## config.mk

```make
export PLATFORM = sky130hd
export DESIGN_NAME = burst_arbiter
export DESIGN_NICKNAME = d
export VERILOG_FILES = /design/src/rtl/burst_arbiter.sv
export SDC_FILE = /design/constraint.sdc
export NUM_CORES = 1
export LEC_CHECK = 0
export ABC_AREA = 1
export CORE_ASPECT_RATIO = 1.75
export CORE_MARGIN = 4
export CORE_UTILIZATION = 56
export DETAILED_ROUTE_END_ITERATION = 8
export PLACE_DENSITY = 0.89
export SLEW_MARGIN = 15
export SYNTH_ARGS = -nofsm -noshare
export SYNTH_HDL_FRONTEND = slang
export SYNTH_SLANG_ARGS = --single-unit
```

## constraint.sdc

```tcl
create_clock -name clk -period 4.85 [get_ports clk]
set_input_delay 0.485 -clock clk [delete_from_list [all_inputs] [get_ports clk]]
set_output_delay 0.485 -clock clk [all_outputs]
set_load 0.005 [all_outputs]
```

## src/rtl/burst_arbiter.sv

```systemverilog
// Arbitrates the peripheral RX FIFOs onto the shared output FIFO: one bounded burst per grant,
// round-robin fairness with almost-full peripherals taking precedence.
module burst_arbiter #(
   parameter int NUM_PERIPHS = 8,
   parameter int GRANT_WIDTH = 3,
   parameter int MAX_BURST   = 16
) (
   input  logic                   clk,
   input  logic                   rst,
   input  logic [NUM_PERIPHS-1:0] rx_fifo_empty,
   input  logic [NUM_PERIPHS-1:0] rx_fifo_almost_full,
   input  logic                   out_fifo_full,
   output logic [GRANT_WIDTH-1:0] grant,
   output logic                   grant_valid,
   output logic [NUM_PERIPHS-1:0] rx_read,
   output logic [7:0]             burst_count
);

   // state   | meaning
   // --------+-------------------------------------------------------------
   // S_IDLE  | no owner; pick a winner from urgent requests, else all requests
   // S_GRANT | grant owns the output FIFO; pops until empty, cap or preemption

   typedef enum logic {
      S_IDLE  = 1'b0,
      S_GRANT = 1'b1
   } state_t;

   localparam logic [7:0]             LAST_BEAT   = 8'(MAX_BURST - 1);
   localparam logic [GRANT_WIDTH-1:0] LAST_PERIPH = GRANT_WIDTH'(NUM_PERIPHS - 1);
   localparam logic [GRANT_WIDTH:0]   WRAP        = (GRANT_WIDTH + 1)'(NUM_PERIPHS);

   state_t                 state;
   state_t                 state_next;
   logic [GRANT_WIDTH-1:0] last_grant;
   logic [GRANT_WIDTH-1:0] last_grant_next;
   logic [GRANT_WIDTH-1:0] grant_next;
   logic [GRANT_WIDTH-1:0] winner;
   logic [7:0]             burst_count_next;
   logic                   grant_valid_next;

   logic [NUM_PERIPHS-1:0] req;
   logic [NUM_PERIPHS-1:0] urgent;
   logic [NUM_PERIPHS-1:0] cand;
   logic [NUM_PERIPHS-1:0] grant_mask;
   logic                   any_req;
   logic                   any_urgent;
   logic                   winner_found;
   logic                   read_ok;
   logic                   preempt;

   assign req        = ~rx_fifo_empty;
   assign urgent     = req & rx_fifo_almost_full;
   assign any_req    = |req;
   assign any_urgent = |urgent;
   assign cand       = any_urgent ? urgent : req;
   assign grant_mask = {{(NUM_PERIPHS-1){1'b0}}, 1'b1} << grant;

   // Another peripheral about to overflow takes the bus unless the owner is itself urgent.
   assign preempt    = ~urgent[grant] & (|(urgent & ~grant_mask));

   // Rotating scan starting just after the previous winner, wrapping at NUM_PERIPHS.
   always_comb begin : pick_winner
      logic [GRANT_WIDTH:0] idx;
      idx          = '0;
      winner       = last_grant;
      winner_found = 1'b0;
      for (int k = 1; k <= NUM_PERIPHS; k++) begin
         idx = {1'b0, last_grant} + (GRANT_WIDTH + 1)'(k);
         if (idx >= WRAP) begin
            idx = idx - WRAP;
         end
         if (!winner_found && cand[idx[GRANT_WIDTH-1:0]]) begin
            winner       = idx[GRANT_WIDTH-1:0];
            winner_found = 1'b1;
         end
      end
   end

   always_comb begin : fsm_next
      state_next       = state;
      grant_next       = grant;
      last_grant_next  = last_grant;
      burst_count_next = burst_count;
      rx_read          = '0;
      read_ok          = 1'b0;

      case (state)
         S_IDLE: begin
            if (any_req) begin
               state_next       = S_GRANT;
               grant_next       = winner;
               last_grant_next  = winner;
               burst_count_next = '0;
            end
         end

         S_GRANT: begin
            read_ok = ~rx_fifo_empty[grant] & ~out_fifo_full;
            if (read_ok) begin
               rx_read          = grant_mask;
               burst_count_next = burst_count + 8'd1;
            end
            // The pop in an exit cycle still happens; grant holds through the following idle cycle.
            if (rx_fifo_empty[grant]) begin
               state_next = S_IDLE;
            end else if (read_ok && (burst_count == LAST_BEAT)) begin
               state_next = S_IDLE;
            end else if (preempt) begin
               state_next = S_IDLE;
            end
         end

         default: begin
            state_next = S_IDLE;
         end
      endcase
   end

   assign grant_valid_next = (state_next == S_GRANT);

   always_ff @(posedge clk) begin
      if (rst) begin
         state       <= S_IDLE;
         grant       <= '0;
         grant_valid <= 1'b0;
         last_grant  <= LAST_PERIPH;
         burst_count <= '0;
      end else begin
         state       <= state_next;
         grant       <= grant_next;
         grant_valid <= grant_valid_next;
         last_grant  <= last_grant_next;
         burst_count <= burst_count_next;
      end
   end

endmodule
```

==> results.toml <==
[setup_path]
crit_type = "reg -> reg"
critPathBufInv = 3
critPathMaxStageDelay_ns = 0.55
crit_path_cell_trace = "inv_1 > ha_1 > inv_1 > nand3_1 > nand3_2 > nand2_4 > nand3_4 > a21oi_4 > nand4_4 > clkinv_1 > nand2_1 > nand2_1 > nand2_1 > a21oi_2"
critPathLaunchType = "flop"
critPathSlowestCell = "dfxtp_1"
cpMostUsedCell = "nand2_1"
cpLargestDelayFamily = "simple AND/OR/NAND/NOR gates"
rr_startpoint = "last_grant[0]$_SDFFE_PP1P_"
crit_required_ns = 5.04
crit_path_end_kind = "flop"
arrival_ns = 3.13
startpoint = "last_grant[0]$_SDFFE_PP1P_"
critPathMaxFanout = 11

[cells_and_area]
final_area_mm2 = 0.00234
final_nets = 348
area_growth_pct = 23.1
n_antenna_cell = 0
drive_gt1_share_pct = 19.4
n_fill_cell = 280

[outcome]
status = "finished clean"

[yosys]
synthArstFlopShare_pct = 0
synth_flop_cell = "dfxtp_1"
synthCells = 290
synth_seq_cells = 15
synthDistinctLibCells = 41
syn_nets = 312
synth_warnings = 0
syn_avg_cell_area_um2 = 6.56
syn_area_mm2 = 0.00190
synth_edf_count = 0
seq_area_frac_synth_pct = 15.8

[floorplanning]
start_util_pct = 59.3
core_area_mm2 = 0.00321
placement_rows = 27
die_area_mm2 = 0.00443
die_h_um = 85.1
pin_count = 39
die_x_um = 52.1

[power_and_ir_drop]
power.switching_mw = 0.769
p_leak_nw = 1.01
pwr-share-comb_pct = 77.3
p_int_mw = 0.557
p_per_area_mw_per_mm2 = 566
ir_worst_vdd_v = 0.000323
p_sw_share_pct = 58.0
pwr-share-seq_pct = 15.0
pwr-share-clk_pct = 7.7

[global_routing]
grt_max_degree = 12
overflow = 0
grt_pass1_wl_um = 9110
antenna_found_initial = 0
track_usage_pct = 26.1
grt_pass1_vias = 2155

[routing]
vias = 2128
wire_per_inst_um = 14.5
ant_nets = 0
drtIter0Drc = 53
routed_wl_um = 5330
drc = 0
vias_per_cell = 5.78
drt_first_pass_iters = 5

[clock_network]
cts_inserted_buffers = 3
htreeDepth = 1
cts_resized = 0
cts_buffer_depth = 2
cts_setup_buffers = 0
cts-root-buf = "clkbuf_8"
clkTransAtPathRegs_ns = 0.06
cts_tree = "built"
postCtsHoldBufs = 0
clock_latency_ns = 0.25
cts_sinks = 15

[timing]
post-route-period-util_pct = 60.7
finalClockSkew_ns = 0.000444
finalHoldViolations = 0
slew_viol_final = 0
rsz0062_at_grt = "false"
slew-limit-headroom_pct = 63.0
worst_pin_slew_ns = 0.556
fin_crit_ns = 2.94
fin_setup_tns_ns = 0
clock.fmax_ghz = 0.340
setup_viol = 0

[hold_path]
hp-class = "reg -> reg"
min_from = "burst_count[1]$_SDFFE_PP0P_"

[run]
cap_violations = 0

[place]
placed_area_mm2 = 0.00230
dp_hpwl_um = 4350
port_buffers = 38
place_congestion = 0.950
-- cell usage in the layout (no fill, tap or decap), types with 2 or more instances in the layout --
master / n
nor3_1: 3
nand3_4: 2
nand2_4: 10
nand3_1: 44
o211ai_1: 2
a21oi_1: 11
clkinv_1: 2
dfxtp_1: 15
nor2_1: 19
o221ai_1: 2
nand2_1: 66
nand4_1: 10
nand3_2: 23
o21ai_0: 4
inv_1: 25
xor2_1: 3
clkdlybuf4s50_1: 38
clkbuf_8: 3
nor4_1: 3
nor2_2: 2
nor2_8: 2
inv_2: 10
nand2_2: 7
ha_1: 3
a221oi_1: 2
-- power by group through the flow --
stage	Clock [mW]	Combinational, mW	Sequential [mW]
final	0.103	1.02	0.199
after global routing	0.111	1.16	0.203
after CTS	0.104	1.02	0.197
after detailed placement	0	1.02	0.199
after global placement	0	0.994	0.197
after floorplan	0	0.851	0.163
-- through the flow --
| stage | power [mW] | hold WS, ns | setup slack [ns] | utilization [%] | instances |
|---|---|---|---|---|---|
| final | 1.33 | 0.521 | 1.91 | 72.9 | 368 |
| after global routing | 1.48 | 0.546 | 1.52 | 72.9 | 368 |
| after CTS | 1.32 | 0.519 | 1.90 | 72.9 | 368 |
| after global placement | 1.19 | 0.488 | 1.95 | 71.5 | 364 |
| after floorplan | 1.01 | 0.480 | 2.27 | - | 290 |
| after detailed placement | 1.21 | 0.505 | 1.91 | 71.5 | 364 |
-- cell type report --
class | instances | area (um2) | area share [%]
flip-flops and latches | 15 | 300 | 12.8
clock buffers | 4 | 45.0 | 1.92
repair buffers | 38 | 380 | 16.2
inverters | 37 | 139 | 5.93
well taps | 43 | 53.8 | 2.30
multi-input cells | 231 | 1420 | 60.8
-- Yosys cell counts, drive strengths merged, types with 3 or more instances --
cell type / n / area, um2
nand2: 83 / 404
nand3: 69 / 485
inv: 35 / 131
nor2: 23 / 124
dfxtp: 15 / 300
a21oi: 13 / 80.1
nand4: 12 / 96.3
buf: 5 / 32.5
o21ai: 5 / 25.0
ha: 3 / 37.5
nor3: 3 / 15.0
nor4: 3 / 18.8
xor2: 3 / 26.3
-- worst reg2reg max path: cells and delay by family, from the launching register on --
kind	cells	cell delay (ns)
flops	1	0.55
compound gates	2	0.39
simple gates	8	0.86
fa+ha+maj	1	0.53
buf+inv	3	0.55
-- cell families (layout without fill, tap and decap cells) --
logic type      after synthesis  count (layout)  share of synthesized area [%]
simple gates                194             194                           60.5
xor+xnor                      4               4                           1.84
buf+inv                      44              79                           9.41
flops                        15              15                           15.8
fa+ha+maj                     3               3                           1.97
compound gates               30              30                           10.5
-- state kept, by name (all words and copies together), names as in the netlist --
signal / flops
burst_count: 8
last_grant: 3
state: 1
grant: 3
-- per-layer routing --
metal	part of all wire, %	GRT usage (%)	vias up
li1	-	-	1055
met1	37	27.2	969
met2	53	47.4	85
met3	4.5	3.69	19
met4	4.9	14.6	0
met5	0	0	-
-- path summary, 6_finish.rpt --
check	to	slack, ns	depth (start not counted)
setup / recovery	grant[1]$_SDFFE_PP0P_	1.91	14
hold reg to reg	burst_count[1]$_SDFFE_PP0P_	0.52	2
setup reg to reg	grant[1]$_SDFFE_PP0P_	1.91	14
hold / removal	burst_count[1]$_SDFFE_PP0P_	0.52	2
Power figures use the tool's default switching activity.
